`src/rtl/debounce_bank.sv`:
```
// N-channel button debouncer with a 2-flop synchronizer, rise/fall strobes and
// keyboard-style auto-repeat on each channel.
module debounce_bank #(
   parameter int N     = 4,
   parameter int DELAY = 270000,
   parameter int HOLD  = 13500000,
   parameter int RATE  = 2700000
) (
   input  logic         clock,
   input  logic         reset,
   input  logic [N-1:0] noisy,
   output logic [N-1:0] clean,
   output logic [N-1:0] rise,
   output logic [N-1:0] fall,
   output logic [N-1:0] rep,
   output logic         changed
);

   // A zero DELAY still needs a one-bit counter to compare against.
   localparam int DW  = (DELAY > 0) ? $clog2(DELAY + 1) : 1;
   localparam int HW  = $clog2(HOLD + 1);
   localparam int RW  = $clog2(RATE + 1);
   localparam int RCW = (HW > RW) ? HW : RW;

   localparam logic [DW-1:0]  DELAY_C  = DW'(DELAY);
   localparam logic [RCW-1:0] HOLD_END = RCW'(HOLD - 1);
   localparam logic [RCW-1:0] RATE_END = RCW'(RATE - 1);

   typedef enum logic [1:0] {
      IDLE,
      PRESS,
      REPEAT
   } rep_state_t;

   logic [N-1:0] rise_d;
   logic [N-1:0] fall_d;

   for (genvar i = 0; i < N; i++) begin : g_chan
      logic           s1;
      logic           s2;
      logic           cand;
      logic [DW-1:0]  cnt;
      logic           clean_q;
      logic           rise_q;
      logic           fall_q;
      logic           rep_q;
      logic           rep_d;
      logic           settled;
      logic [RCW-1:0] rcnt;
      logic [RCW-1:0] rcnt_d;
      rep_state_t     state;
      rep_state_t     state_d;

      // Strobes use the exact condition under which clean takes the candidate.
      assign settled   = (s2 == cand) && (cnt == DELAY_C);
      assign rise_d[i] = settled && cand && !clean_q;
      assign fall_d[i] = settled && !cand && clean_q;

      always_ff @(posedge clock) begin
         if (reset) begin
            s1      <= 1'b0;
            s2      <= 1'b0;
            cand    <= 1'b0;
            cnt     <= '0;
            clean_q <= 1'b0;
            rise_q  <= 1'b0;
            fall_q  <= 1'b0;
         end else begin
            s1 <= noisy[i];
            s2 <= s1;
            if (s2 != cand) begin
               cand <= s2;
               cnt  <= '0;
            end else if (cnt == DELAY_C) begin
               clean_q <= cand;
            end else begin
               cnt <= cnt + 1'b1;
            end
            rise_q <= rise_d[i];
            fall_q <= fall_d[i];
         end
      end

      always_ff @(posedge clock) begin
         if (reset) begin
            state <= IDLE;
            rcnt  <= '0;
            rep_q <= 1'b0;
         end else begin
            state <= state_d;
            rcnt  <= rcnt_d;
            rep_q <= rep_d;
         end
      end

      // A release always wins over a repeat expiry landing on the same edge.
      always_comb begin
         state_d = state;
         rcnt_d  = rcnt;
         rep_d   = 1'b0;
         unique case (state)
            IDLE: begin
               if (rise_d[i]) begin
                  state_d = PRESS;
                  rcnt_d  = '0;
                  rep_d   = 1'b1;
               end
            end
            PRESS: begin
               if (fall_d[i]) begin
                  state_d = IDLE;
                  rcnt_d  = '0;
               end else if (rcnt == HOLD_END) begin
                  state_d = REPEAT;
                  rcnt_d  = '0;
                  rep_d   = 1'b1;
               end else begin
                  rcnt_d = rcnt + 1'b1;
               end
            end
            REPEAT: begin
               if (fall_d[i]) begin
                  state_d = IDLE;
                  rcnt_d  = '0;
               end else if (rcnt == RATE_END) begin
                  rcnt_d = '0;
                  rep_d  = 1'b1;
               end else begin
                  rcnt_d = rcnt + 1'b1;
               end
            end
            default: begin
               state_d = IDLE;
               rcnt_d  = '0;
            end
         endcase
      end

      assign clean[i] = clean_q;
      assign rise[i]  = rise_q;
      assign fall[i]  = fall_q;
      assign rep[i]   = rep_q;
   end

   always_ff @(posedge clock) begin
      if (reset) begin
         changed <= 1'b0;
      end else begin
         changed <= |(rise_d | fall_d);
      end
   end

endmodule

```
`config.mk`:
```
export PLATFORM = sky130hd
export DESIGN_NAME = debounce_bank
export DESIGN_NICKNAME = d
export VERILOG_FILES = /design/src/rtl/debounce_bank.sv
export SDC_FILE = /design/constraint.sdc
export NUM_CORES = 1
export LEC_CHECK = 0
export CORE_ASPECT_RATIO = 1.75
export CORE_MARGIN = 2
export CORE_UTILIZATION = 52
export CTS_CLUSTER_SIZE = 25
export DETAILED_ROUTE_END_ITERATION = 8
export PLACE_DENSITY = 0.7
export SETUP_SLACK_MARGIN = 0.3
export SYNTH_ARGS = -nofsm -noshare
export SYNTH_HDL_FRONTEND = slang
export SYNTH_SLANG_ARGS = --single-unit
```
`constraint.sdc`:
```
create_clock -name clock -period 7.6 [get_ports clock]
set_input_delay 1.9 -clock clock [delete_from_list [all_inputs] [get_ports clock]]
set_output_delay 1.9 -clock clock [all_outputs]
set_load 0.02 [all_outputs]
```
==> results.yml, run 1 <==
critical_path:
  cp_max_fo: 6
  crit_arrival_ns: 1.61
  rr_worst_depth: 9
  slowest_delay_ns: 0.68
  crit_buf_inv: 1
  setup.worst_path.end_class: "output pin"
  r2r_start: "g_chan[0].cnt[0]"
  r2r_slack_ns: 4.59
  startpoint: "g_chan[0].clean_q"
  reg2reg_to: "g_chan[0].rcnt[19]"
  crit_path_cell_trace: "clkdlybuf4s50_1"
  critPathSlowestCell: "clkdlybuf4s50_1"
  cp.depth: 1
  path_class: "register to output pin"
  crit_end: "clean[0]"
  cp_top_family: "buffers and inverters"
  critPathLaunchType: "register"
  required_ns: 5.70
detailed_routing:
  drt-initial-drc-count: 543
  ant_nets: 0
  drc_errors: 0
  vias_per_cell: 6.13
  drtPass1Iterations: 5
  routed_wl_um: 25400
  vias: 9825
  routedWlPerCell_um: 15.9
die:
  io_pins: 23
  rows: 70
  die_w_um: 114
  start_util_pct: 52.6
  dieArea_mm2: 0.0222
  core_mm2: 0.0208
  die_h_um: 196
power_and_ir_drop:
  ir_drop_v: 0.000177
  leakage_nw: 3.76
  powerDensity_mw_per_mm2: 187
timing:
  max_freq_ghz: 0.285
  rsz0062_at_grt: "false"
  period_share_pct: 46.1
  worst_slew_pin_slew_ns: 1.01
  slew_headroom_pct: 32.1
  hold_violations: 0
  period_minus_slack_ns: 3.51
  finClkSkew_ns: 0.0116
  setup_tns_ns: 0
  maxSlewViolCount: 0
  setup_viol: 0
cts:
  cts_setup_buffers: 0
  hold_buffers: 0
  cts_tree: "done"
  numCtsBuffers: 21
  clk_path_buf_depth: 3
  clk_latency_ns: 0.49
  clock_sinks: 209
  cts_root_buf: "clkbuf_16"
  h-tree-depth: 1
  clk_pin_slew_worst_paths_ns: 0.06
  post_cts_resized: 0
grt:
  grt_overflow_total: 0
  met1_usage_pct: 26.3
  met3_usage_pct: 2.35
  busiest_layer: "met2"
  grt_first_pass_wirelength_um: 43900
  gr-usage-met2_pct: 43.3
  grt_pass1_vias: 9555
  track_usage_pct: 23.0
  grt_max_degree: 61
  antenna_found_initial: 0
layout:
  finalInstanceArea_mm2: 0.0119
  areaGrowthSynthToFinish_pct: 8.59
  antennaDiodeCount: 0
  drive_gt1_share_pct: 4.52
  fin_nets: 1374
synthesis:
  yosysTopAreaCell: "dfxtp_1"
  async_reset_ff_share_pct: 0
  synth_most_common_cell: "dfxtp_1"
  yosys-top-cells-area: "dfxtp_1 38%, nand3_1 6.2%, nand2_1 5.5%"
  netlist_instances: 1360
  synth_top_area_share_pct: 38.3
  ys_ff_latch: 209
  yosys-top-cells-count: "209 x dfxtp_1, 159 x nand2_1, 135 x nand3_1, 114 x nor2_1, 88 x a31oi_1"
  yosys_warnings: 0
  synth_area_mm2: 0.0109
  syn_nets: 1394
  ys_seq_area_share_pct: 38.3
  yosysUniqueCellTypes: 68
  synth_edf_count: 0
  synth_ff_type: "dfxtp_1"
  postSynthAreaPerCell_um2: 8.03
min_path:
  hp-class: "register to register"
flow_run:
  cap_violations: 0
place:
  placed_area_mm2: 0.0112
  dp.final_hpwl_um: 17400
  portBuffers: 22
  gp_congestion: 0.832
outcome:
  status: "complete, no violations"
==> through the flow <==
stage	cells	setup WS (ns)	hold slack [ns]	total power, mW	utilization, %
4_1_cts	1603	4.08	0.440	2.24	57.2
2_1_floorplan	1360	4.43	0.414	1.20	-
5_1_grt	1603	4.04	0.458	2.29	57.2
3_3_place_gp	1569	3.98	0.423	1.22	54.0
3_5_place_dp	1569	3.93	0.428	1.23	54.0
6_report	1603	4.09	0.435	2.22	57.2
==> sequential cells by signal, summed over array words and instances (netlist names) <==
register and count:
g_chan.s1 4, g_chan.rcnt 96, g_chan.clean_q 4, g_chan.fall_q 4, g_chan.cnt 76, g_chan.cand 4, changed 1, g_chan.s2 4
g_chan.rise_q 4, g_chan.rep_q 4, g_chan.state 8
==> worst min path at each step <==
| stage | start | depth (start not counted) | end |
|---|---|---|---|
| 3_5_place_dp | g_chan[2].s1 | 1 | g_chan[2].s2 |
| 2_1_floorplan | g_chan[0].s1 | 1 | g_chan[0].s2 |
| 4_1_cts | g_chan[2].s1 | 1 | g_chan[2].s2 |
| 6_report | g_chan[2].s1 | 1 | g_chan[2].s2 |
| 3_3_place_gp | g_chan[2].s1 | 1 | g_chan[2].s2 |
| 5_1_grt | g_chan[2].s1 | 1 | g_chan[2].s2 |
==> logic make-up after synthesis <==
group,count (synthesis),synth area share [%]
xor gates and xnor gates,71,5.69
and+or+nand+nor,716,35.1
buffers and inverters,112,4.47
AOI/OAI and AO/OA,218,12.7
adders and majority gates,28,3.21
muxes,6,0.573
DFF,209,38.3
==> routing by layer <==
metal | vias to the layer above | part of all wire [%]
met5 | - | 0
met4 | 0 | 3.0
met3 | 60 | 2.8
met2 | 151 | 53
met1 | 4725 | 41
li1 | 4889 | -
==> cell usage in the layout (no fill, tap or decap), drive strengths merged, types with 6 or more instances in the layout <==
| cell | synthesis | routed |
|---|---|---|
| clkbuf | 50 | 30 |
| o21ai | 34 | 34 |
| xnor2 | 23 | 23 |
| nor4bb | 8 | 8 |
| nand2 | 159 | 159 |
| nand4 | 48 | 48 |
| nand2b | 7 | 7 |
| nand3 | 135 | 135 |
| inv | 36 | 36 |
| and4 | 20 | 20 |
| and2 | 12 | 12 |
| nor2b | 14 | 14 |
| o211ai | 6 | 6 |
| a21oi | 42 | 42 |
| a211oi | 10 | 10 |
| xor2 | 48 | 48 |
| ha | 28 | 28 |
| clkdlybuf4s50 | 0 | 21 |
| nor3 | 33 | 33 |
| and3 | 34 | 34 |
| or4 | 13 | 13 |
| nor2 | 114 | 114 |
| nor4 | 14 | 14 |
| a31oi | 88 | 88 |
| dfxtp | 209 | 209 |
| or3 | 37 | 37 |
| nor3b | 7 | 7 |
| or2 | 7 | 7 |
| nand3b | 20 | 20 |
| buf | 26 | 12 |
| nand4b | 13 | 13 |
==> cell type report <==
cell class / instances / area, µm²
inverters: 36 / 135
fillers: 1936 / 8890
repair buffers: 33 / 300
clock inverters: 4 / 70.1
well taps: 252 / 315
clock buffers: 30 / 579
multi-input cells: 1039 / 6280
flip-flops and latches: 209 / 4180
==> power breakdown <==
group          internal, mW  leakage, nW  total, mW  switching [mW]
sequential             1.10         1.69       1.11          0.0104
combinational        0.0259         1.75     0.0873          0.0614
clock                 0.594        0.318       1.02           0.422
total                  1.72         3.76       2.22           0.493
No activity file was read; power rests on OpenSTA's default activity.
==> run 2: changes to the inputs <==
==> constraint.sdc (replaced) <==
create_clock -name clock -period 3.4 [get_ports clock]
set_input_delay 0.85 -clock clock [delete_from_list [all_inputs] [get_ports clock]]
set_output_delay 0.85 -clock clock [all_outputs]
set_load 0.02 [all_outputs]
==> results.yml, run 2 (same netlist as run 1, synthesis figures left out) <==
layout:
  layout_common_cells: "209 x dfxtp_1, 159 x nand2_1, 135 x nand3_1"
  drive_gt1_share_pct: 5.31
  areaGrowthSynthToFinish_pct: 9.33
  largest_register_ffs: 96
  final_common_cell: "dfxtp_1"
  finalInstanceArea_mm2: 0.0119
  fin_nets: 1380
  finalNonFillerCells: 1609
  reg.largest.list: "g_chan.rcnt (96), g_chan.cnt (76), g_chan.state (8)"
  final_core_util_pct: 57.6
  antennaDiodeCount: 0
  largest-register: "g_chan.rcnt"
  fillers: 1926
  multi_input_area_mm2: 0.00628
  seq_area_mm2: 0.00418
grt:
  antenna_found_initial: 0
  grt_max_degree: 45
  grt_pass1_vias: 9440
  grt_overflow_total: 0
  track_usage_pct: 22.4
  grt_first_pass_wirelength_um: 42700
detailed_routing:
  drtPass1Iterations: 6
  drc_errors: 0
  vias: 9779
  ant_nets: 0
  vias_per_cell: 6.08
  drt-initial-drc-count: 595
  routedWlPerCell_um: 15.5
  routed_wl_um: 25000
timing:
  rsz0062_at_grt: "false"
  setup_tns_ns: 0
  max_freq_ghz: 0.347
  setup_viol: 0
  finClkSkew_ns: 0.0100
  hold_violations: 0
  worst_slew_pin_slew_ns: 0.966
  period_minus_slack_ns: 2.88
  slew_headroom_pct: 35.0
  maxSlewViolCount: 0
  period_share_pct: 84.7
min_path:
  hp-class: "register to register"
critical_path:
  critPathLaunchType: "register"
  crit_buf_inv: 2
  crit_arrival_ns: 3.32
  setup.worst_path.end_class: "register"
  cp_top_family: "simple AND/OR/NAND/NOR gates"
  path_class: "register to register"
  critPathSlowestCell: "or4b_2"
  required_ns: 3.84
  slowest_delay_ns: 0.61
  cp_max_fo: 17
  crit_path_cell_trace: "inv_1 -> ha_1 -> nor4bb_1 -> nand4b_1 -> o21ai_0 -> a21oi_1 -> buf_4 -> or4b_2 -> a31oi_1"
place:
  dp.cells: 1574
  placed_area_mm2: 0.0113
  dp.final_hpwl_um: 17300
  portBuffers: 22
  gp_congestion: 0.898
die:
  start_util_pct: 52.6
  core_mm2: 0.0208
  dieArea_mm2: 0.0222
  die_h_um: 196
  rows: 70
  die_w_um: 114
  io_pins: 23
cts:
  clock_sinks: 209
  cts_root_buf: "clkbuf_16"
  clk_path_buf_depth: 3
  hold_buffers: 0
  clk_pin_slew_worst_paths_ns: 0.06
  clk_latency_ns: 0.51
  cts_tree: "done"
  numCtsBuffers: 22
  h-tree-depth: 1
  post_cts_resized: 0
  cts_setup_buffers: 0
power_and_ir_drop:
  powerDensity_mw_per_mm2: 421
  leakage_nw: 3.81
  ir_drop_v: 0.000428
outcome:
  status: "complete, no violations"
flow_run:
  cap_violations: 0
[run 2: changes by cell type in the layout (fill, tap and decap cells not counted), sizes merged]
cell / change
buf: +5
clkbuf: -1
clkinv: +3
bufinv: -1
[run 2: path summary, 6_finish.rpt]
check	from	to	slack (ns)	depth (start not counted)
setup / recovery	g_chan[2].cnt[0]	g_chan[2].rcnt[21]	0.52	9
hold / removal	g_chan[2].s1	g_chan[2].s2	0.44	1
setup reg to reg	g_chan[2].cnt[0]	g_chan[2].rcnt[21]	0.52	9
hold reg to reg	g_chan[2].s1	g_chan[2].s2	0.44	1
[run 2: area by class of cell]
type                            instances  area share [%]
Inverter                               36            1.13
Sequential cell                       209            35.0
Multi-Input combinational cell       1039            52.6
Clock buffer                           29            5.34
Timing Repair Buffer                   38            2.83
Tap cell                              252            2.64
Clock inverter                          6           0.461
[run 2: routing by layer]
metal | global-route usage, % | share of wire [%] | vias up
met1 | 24.0 | 40 | 4644
li1 | - | - | 4914
met4 | 9.39 | 3.2 | 0
met5 | 0 | 0 | -
met2 | 43.3 | 54 | 166
met3 | 2.90 | 3.3 | 55
[run 2: through the flow]
| step | power (mW) | setup slack (ns) | hold WS (ns) |
|---|---|---|---|
| 5_1_grt | 5.22 | 0.327 | 0.468 |
| 4_1_cts | 5.10 | 0.551 | 0.442 |
| 3_5_place_dp | 2.75 | 0.570 | 0.428 |
| 6_report | 5.03 | 0.521 | 0.436 |
| 2_1_floorplan | 2.69 | 0.847 | 0.414 |
| 3_3_place_gp | 2.74 | 0.665 | 0.416 |
[run 2: power breakdown]
group | switching [mW] | internal [mW] | total (mW)
clock | 0.962 | 1.38 | 2.34
sequential | 0.0233 | 2.47 | 2.49
combinational | 0.140 | 0.0588 | 0.199
total | 1.12 | 3.91 | 5.03
==> run 3: changes to the inputs <==
==> constraint.sdc (replaced) <==
create_clock -name clock -period 2.9 [get_ports clock]
set_input_delay 0.725 -clock clock [delete_from_list [all_inputs] [get_ports clock]]
set_output_delay 0.725 -clock clock [all_outputs]
set_load 0.02 [all_outputs]
==> results.yml, run 3 (same netlist as run 1, synthesis figures left out) <==
layout:
  largest_register_ffs: 96
  final_core_util_pct: 59.0
  drive_gt1_share_pct: 7.74
  largest-register: "g_chan.rcnt"
  final_common_cell: "dfxtp_1"
  areaGrowthSynthToFinish_pct: 12.1
  layout_common_cells: "209 x dfxtp_1, 158 x nand2_1, 135 x nand3_1"
  fin_nets: 1402
  antennaDiodeCount: 0
  reg.largest.list: "g_chan.rcnt (96), g_chan.cnt (76), g_chan.state (8)"
cts:
  cts_tree: "done"
  clk_pin_slew_worst_paths_ns: 0.07
  numCtsBuffers: 21
  clk_latency_ns: 0.52
  cts_root_buf: "clkbuf_16"
  clk_path_buf_depth: 3
  clock_sinks: 209
  h-tree-depth: 1
detailed_routing:
  drc_errors: 0
  vias: 10000
  vias_per_cell: 6.14
  drtPass1Iterations: 5
  routedWlPerCell_um: 16.1
  drt-initial-drc-count: 581
  ant_nets: 0
  routed_wl_um: 26200
timing:
  slew_headroom_pct: 54.3
  period_share_pct: 86.4
  setup_tns_ns: 0
  maxSlewViolCount: 0
  worst_slew_pin_slew_ns: 0.678
  rsz0062_at_grt: "true"
  setup_viol: 0
  finClkSkew_ns: 0.0148
  hold_violations: 0
  max_freq_ghz: 0.399
  period_minus_slack_ns: 2.51
critical_path:
  crit_path_cell_trace: "or4b_2 -> nor4_1 -> buf_4 -> a21bo_2 -> a21oi_1 -> buf_4 -> a41oi_1 -> a211oi_1"
  rr_worst_depth: 8
  cp.depth: 8
  slowest_delay_ns: 0.61
  crit_arrival_ns: 2.88
  critPathLaunchType: "register"
  setup.worst_path.end_class: "register"
  path_class: "register to register"
  critPathSlowestCell: "or4b_2"
  cp_max_fo: 16
  required_ns: 3.27
  cp_top_family: "simple AND/OR/NAND/NOR gates"
  cpMostUsedCell: "buf_4"
  crit_buf_inv: 2
die:
  io_pins: 23
  start_util_pct: 52.6
  die_h_um: 196
  rows: 70
  dieArea_mm2: 0.0222
  die_w_um: 114
  core_mm2: 0.0208
power_and_ir_drop:
  ir_drop_v: 0.000566
  leakage_nw: 3.95
  powerDensity_mw_per_mm2: 493
outcome:
  status: "complete, no violations"
place:
  gp_congestion: 0.895
  dp.final_hpwl_um: 17700
  portBuffers: 22
grt:
  track_usage_pct: 22.7
  grt_pass1_vias: 9571
  antenna_found_initial: 0
  grt_overflow_total: 0
  grt_first_pass_wirelength_um: 43000
  grt_max_degree: 61
min_path:
  hp-class: "register to register"
  min_path_cells: 1
flow_run:
  cap_violations: 0
-- run 3: cell count changes in the layout (fill, tap and decap cells not counted), moves of 3 or more --
cell	before	now
a211o_2	0	3
o21ai_0	33	30
buf_4	17	33
buf_6	0	4
-- run 3: cell type report --
type	count	area, µm²
fillers	1860	8510
multi-input cells	1041	6390
flip-flops and latches	209	4180
clock buffers	28	582
repair buffers	59	508
well taps	252	315
inverters	36	135
clock inverters	9	133
-- run 3: worst paths after layout --
kind	to	slack, ns	from
worst max-delay path	g_chan[2].rcnt[18]	0.39	g_chan[2].rcnt[16]
worst min register to register	g_chan[3].s2	0.44	g_chan[3].s1
worst min-delay path	g_chan[3].s2	0.44	g_chan[3].s1
worst max register to register	g_chan[2].rcnt[18]	0.39	g_chan[2].rcnt[16]
-- run 3: per-stage QoR --
step	cell area (µm²)	cells	power, mW	hold slack [ns]	setup WS, ns
final	12300	1634	6.04	0.440	0.394
after global routing	12300	1634	6.24	0.455	0.257
after CTS	12100	1629	6.12	0.448	0.347
after detailed placement	11400	1591	3.22	0.428	0.186
after global placement	11400	1591	3.22	0.419	0.269
after floorplan	10900	1360	3.15	0.414	0.347
-- run 3: power breakdown --
| part | switching [mW] | internal (mW) | total, mW |
|---|---|---|---|
| Combinational | 0.167 | 0.0800 | 0.247 |
| Sequential | 0.0266 | 2.89 | 2.92 |
| Clock | 1.19 | 1.69 | 2.88 |
-- run 3: repair_timing --
action	CTS	global route
pin swaps	1	8
endpoints found under the setup margin	24	62
cloned	0	3
hold buffers	0	0
gates resized for setup	8	16
buffers inserted	1	2
-- run 3: per-layer routing --
metal | up-vias | share of wire [%] | global-route usage (%)
li1 | 4966 | - | -
met1 | 4760 | 40 | 24.1
met2 | 234 | 53 | 43.3
met4 | 0 | 4.0 | 11.4
met3 | 72 | 3.6 | 2.56
met5 | - | 0 | 0
